==> config.mk <==
export PLATFORM = sky130hd
export DESIGN_NAME = wb_bram_arb
export DESIGN_NICKNAME = d
export VERILOG_FILES = /design/src/rtl/wb_bram_arb.sv
export SDC_FILE = /design/constraint.sdc
export NUM_CORES = 1
export LEC_CHECK = 0
export BUFFER_PORTS_ARGS = -buffer_cell sky130_fd_sc_hd__buf_2
export CORE_AREA = 5 5 121 123
export DETAILED_ROUTE_END_ITERATION = 7
export DIE_AREA = 0 0 126 128
export PLACE_DENSITY = 0.51
export RECOVER_POWER = 50
export SLEW_MARGIN = 10
export SYNTH_ARGS = -nofsm -noshare
export SYNTH_HDL_FRONTEND = slang
export SYNTH_SLANG_ARGS = --single-unit
==> constraint.sdc <==
create_clock -name clk_i -period 2.05 [get_ports clk_i]
set_input_delay 0.41 -clock clk_i [delete_from_list [all_inputs] [get_ports clk_i]]
set_output_delay 0.41 -clock clk_i [all_outputs]
set_load 0.005 [all_outputs]
==> src/rtl/wb_bram_arb.sv <==
// Two-master Wishbone classic arbiter sharing one wb_bram slave (LM32 I-bus = m0, D-bus = m1).
// Optional burst limit: define WB_ARB_BURST_LIMIT_EN to revoke a grant after max_burst acks when the other master waits.
module wb_bram_arb #(
  parameter int max_burst = 8
) (
  input  logic        clk_i,
  input  logic        rst_i,

  input  logic        m0_cyc_i,
  input  logic        m0_stb_i,
  input  logic        m0_we_i,
  input  logic [31:0] m0_adr_i,
  input  logic [31:0] m0_dat_i,
  input  logic [3:0]  m0_sel_i,
  output logic [31:0] m0_dat_o,
  output logic        m0_ack_o,

  input  logic        m1_cyc_i,
  input  logic        m1_stb_i,
  input  logic        m1_we_i,
  input  logic [31:0] m1_adr_i,
  input  logic [31:0] m1_dat_i,
  input  logic [3:0]  m1_sel_i,
  output logic [31:0] m1_dat_o,
  output logic        m1_ack_o,

  output logic        s_cyc_o,
  output logic        s_stb_o,
  output logic        s_we_o,
  output logic [31:0] s_adr_o,
  output logic [31:0] s_dat_o,
  output logic [3:0]  s_sel_o,
  input  logic [31:0] s_dat_i,
  input  logic        s_ack_i,

  output logic [1:0]  gnt_o
);

  typedef enum logic [1:0] {
    IDLE = 2'd0,
    GNT0 = 2'd1,
    GNT1 = 2'd2
  } state_t;

  state_t state_reg;
  state_t state_next;
  logic   last_reg;
  logic   req0;
  logic   req1;
  logic   limit_hit;

  assign req0 = m0_cyc_i & m0_stb_i;
  assign req1 = m1_cyc_i & m1_stb_i;

`ifdef WB_ARB_BURST_LIMIT_EN
  localparam logic [8:0] burst_lim = 9'(max_burst);

  logic [7:0] acnt_reg;
  logic [8:0] acnt_inc;

  assign acnt_inc  = {1'b0, acnt_reg} + 9'd1;
  assign limit_hit = s_ack_i && (acnt_inc >= burst_lim);

  // Acks counted per grant; IDLE always separates grants, so clearing there restarts the count.
  always_ff @(posedge clk_i or negedge rst_i) begin
    if (!rst_i) begin
      acnt_reg <= 8'd0;
    end else if (state_reg == IDLE) begin
      acnt_reg <= 8'd0;
    end else if (s_ack_i && (acnt_reg != 8'hff)) begin
      acnt_reg <= acnt_reg + 8'd1;
    end
  end
`else
  // Limit disabled: max_burst only feeds a constant-false term so the parameter stays referenced.
  localparam logic burst_cfg_ok = (max_burst >= 1) && (max_burst <= 255);

  assign limit_hit = 1'b0 && burst_cfg_ok;
`endif

  always_ff @(posedge clk_i or negedge rst_i) begin
    if (!rst_i) begin
      state_reg <= IDLE;
      last_reg  <= 1'b1;
    end else begin
      state_reg <= state_next;
      if (state_reg == IDLE && state_next == GNT0) begin
        last_reg <= 1'b0;
      end else if (state_reg == IDLE && state_next == GNT1) begin
        last_reg <= 1'b1;
      end
    end
  end

  // Grants only ever return to IDLE, so every hand-over drops s_stb_o for at least one cycle.
  always_comb begin
    state_next = state_reg;
    case (state_reg)
      IDLE: begin
        if (req0 && req1) begin
          state_next = last_reg ? GNT0 : GNT1;
        end else if (req0) begin
          state_next = GNT0;
        end else if (req1) begin
          state_next = GNT1;
        end
      end
      GNT0: begin
        if (!m0_cyc_i || (limit_hit && req1)) begin
          state_next = IDLE;
        end
      end
      GNT1: begin
        if (!m1_cyc_i || (limit_hit && req0)) begin
          state_next = IDLE;
        end
      end
      default: state_next = IDLE;
    endcase
  end

  always_comb begin
    s_cyc_o = 1'b0;
    s_stb_o = 1'b0;
    s_we_o  = 1'b0;
    s_adr_o = 32'd0;
    s_dat_o = 32'd0;
    s_sel_o = 4'd0;
    case (state_reg)
      GNT0: begin
        s_cyc_o = m0_cyc_i;
        s_stb_o = m0_stb_i;
        s_we_o  = m0_we_i;
        s_adr_o = m0_adr_i;
        s_dat_o = m0_dat_i;
        s_sel_o = m0_sel_i;
      end
      GNT1: begin
        s_cyc_o = m1_cyc_i;
        s_stb_o = m1_stb_i;
        s_we_o  = m1_we_i;
        s_adr_o = m1_adr_i;
        s_dat_o = m1_dat_i;
        s_sel_o = m1_sel_i;
      end
      default: begin
      end
    endcase
  end

  assign gnt_o    = {state_reg == GNT1, state_reg == GNT0};
  // Gating with the grant keeps a stray ack during IDLE from reaching either master.
  assign m0_ack_o = s_ack_i & gnt_o[0] & m0_stb_i;
  assign m1_ack_o = s_ack_i & gnt_o[1] & m1_stb_i;
  assign m0_dat_o = s_dat_i;
  assign m1_dat_o = s_dat_i;

endmodule

==> qor.yml <==
grt_antenna_before_repair: 0
hold_path.class: "input port to async pin"
cts_buffers: 3
cp-end-kind: "output pin"
max-vdd-ir-drop_mv: 0.657
nets: 596
finalCritPeriodShare_pct: 100
worstSetupStartpointType: "flop"
syn_area_per_cell_sq_um: 7.00
synth_nets: 437
cp.arrival_ns: 1.65
leakage_nw: 1.54
ys_types: 23
seq_area_sq_um: 77.6
rsz0062_at_grt: "yes"
grt_pass1_wl_mm: 12.6
core_area_sq_um: 13600
vias_per_cell: 4.07
cts-root-buf: "clkbuf_16"
whs_ns: 0.539
layout_setup_ws_ns: -0.00732
maxCapViolCount: 0
cp.buffers_inverters: 4
fmax_mhz: 486
ys_warn_count: 0
ys_seq_area_share_pct: 4.26
gp_congestion: 0.760
synth_top_area_share_pct: 29.3
cts_buffer_depth: 2
hold_viol_final: 0
via_count: 2417
grt_max_degree: 31
drc_errors: 0
synth-async-reset-ratio_pct: 100
clk_latency_ns: 0.23
synth_area_leaders: "a22oi_1, buf_4, nor2b_1"
ys.flop_type: "dfrtp_1"
fp.dieW_um: 126
drtPass1Iterations: 4
cp_slowest_stage_delay_ns: 0.40
crit_type: "flop to output pin"
antenna_left: 0
ioPinCount: 316
wl_mm: 9.47
power_density_nw_per_um2: 1300
tns_ns: -0.00732
status: "finished, violations left"
path_max_fanout: 8
worst_pin_slew_ns: 0.242
fin_crit_ns: 2.06
synth_edf_count: 0
n_antenna_cell: 0
maxSlewHeadroom_pct: 83.8
port_buffers: 219
crit_path_frequent_cell: "buf_6"
setup_viol: 1
ys_ff_latch: 3
fin_skew_ns: 0.000679
path_clk_slew_ns: 0.03
synth_top_cells_by_count: "a22oi_1, nor2b_1, buf_4"
violations: "setup timing"
slew_violations: 0
syn_inst: 256
cp_top_family: "buffers and inverters"
synth_top_area_cell: "a22oi_1"
die_y_um: 128
multi_input_area_sq_um: 1390
synthToLayoutAreaGrowth_pct: 82.8
num_rows: 43
required_ns: 1.64
worst_path_max_delay_cell: "dfrtp_1"
dpl.hpwl_mm: 6.27
drive_above_1_share_pct: 71.0
cts_tree: "built"
track_usage_pct: 9.52
largest_register_ffs: 2
dieArea_sq_um: 16100
grt_pass1_vias: 2367
start_util_pct: 13.2
htree_num_levels: 1
drt_iter0_markers: 86
pre_cts_ws_ns: 0.199
post_drt_wl_per_cell_um: 15.9
grt_overflow_total: 0
crit_path_cell_trace: "buf_6, ha_4, buf_6, buf_12, a22o_1, and2_1, buf_2"
clock_sinks: 3
n_fill_cell: 1530
syn_area_sq_um: 1790
-- worst paths after layout --
kind                               from      endpoint  slack, ns  cells after the start
min in group clk_i             last_reg      last_reg       0.58                      2
setup reg to reg           state_reg[1]      last_reg       0.19                      9
hold reg to reg                last_reg      last_reg       0.58                      2
setup / recovery           state_reg[1]       s_cyc_o     -0.007                      7
hold / removal                    rst_i  state_reg[0]       0.54                      2
max in group asynchronous         rst_i      last_reg       1.28                      2
-- layer usage --
layer,up-vias,GRT usage [%],wire length [um]
met5,-,0,0
met4,0,3.72,290
met3,38,2.08,798
met2,117,17.5,4650
met1,1105,10.7,3720
li1,1157,-,-
-- cell families (layout without fill, tap and decap cells) --
| family | Yosys count | count (layout) | share of synthesized area, % |
|---|---|---|---|
| buffers and inverters | 90 | 248 | 32.4 |
| adder cells (fa/ha/maj) | 4 | 4 | 2.79 |
| flip-flops | 3 | 3 | 4.26 |
| AO/OA/AOI/OAI | 79 | 79 | 32.9 |
| AND/OR/NAND/NOR | 80 | 80 | 27.6 |
-- per-stage QoR --
| step | total power [mW] | instances | util (%) | cell area [sq um] |
|---|---|---|---|---|
| final | 4.25 | 594 | 24.2 | 3280 |
| after global routing | 4.59 | 594 | 24.2 | 3280 |
| after CTS | 3.69 | 585 | 21.4 | 2900 |
| after detailed placement | 2.84 | 574 | 19.5 | 2650 |
| after global placement | 2.84 | 574 | 19.5 | 2650 |
| after floorplan | 1.86 | 256 | - | 1790 |
-- area by class of cell --
cell class              instances  share of cell area, %
repair buffers                241                   45.6
flip-flops and latches          3                   2.37
inverters                       3                  0.344
well taps                     180                   6.87
clock buffers                   4                   2.41
multi-input cells             163                   42.5
-- report_power, final --
| part | internal (mW) | total, mW | switching [mW] |
|---|---|---|---|
| Clock | 0.257 | 0.315 | 0.0584 |
| Combinational | 2.07 | 3.80 | 1.74 |
| Sequential | 0.0954 | 0.129 | 0.0335 |
| Total | 2.42 | 4.25 | 1.83 |
-- what timing repair did --
action                                 in CTS  in global routing
setup buffers                               3                  4
endpoints found under the hold margin       2                  0
gates resized for setup                     7                 51
hold buffers                                1                  0
setup endpoints to repair                   7                 44
cloned                                      3                  5
pin swaps                                   1                  3
-- worst register-to-register path: stages (launching register included) --
cell and delay (ns):
dfrtp_1 0.40, buf_6 0.14, ha_4 0.17, buf_6 0.12, buf_12 0.13, a22o_1 0.21
buf_4 0.13, o21a_1 0.22, nor3b_2 0.18, a211oi_1 0.09
-- layout by cell type, fill, tap and decap left out, drive strengths merged --
cell type / count
and2: 1
a21oi: 2
nor2b: 70
a22o: 1
nand2: 2
a21boi: 1
a41oi: 1
buf: 234
dfstp: 1
dlygate4sd3: 1
o211ai: 1
clkbuf: 10
a21o: 1
o21a: 1
a22oi: 70
nor2: 2
ha: 4
and3: 3
dfrtp: 2
a211oi: 1
nor3: 1
inv: 3
nor3b: 1
(Power assumes the default switching activity.)
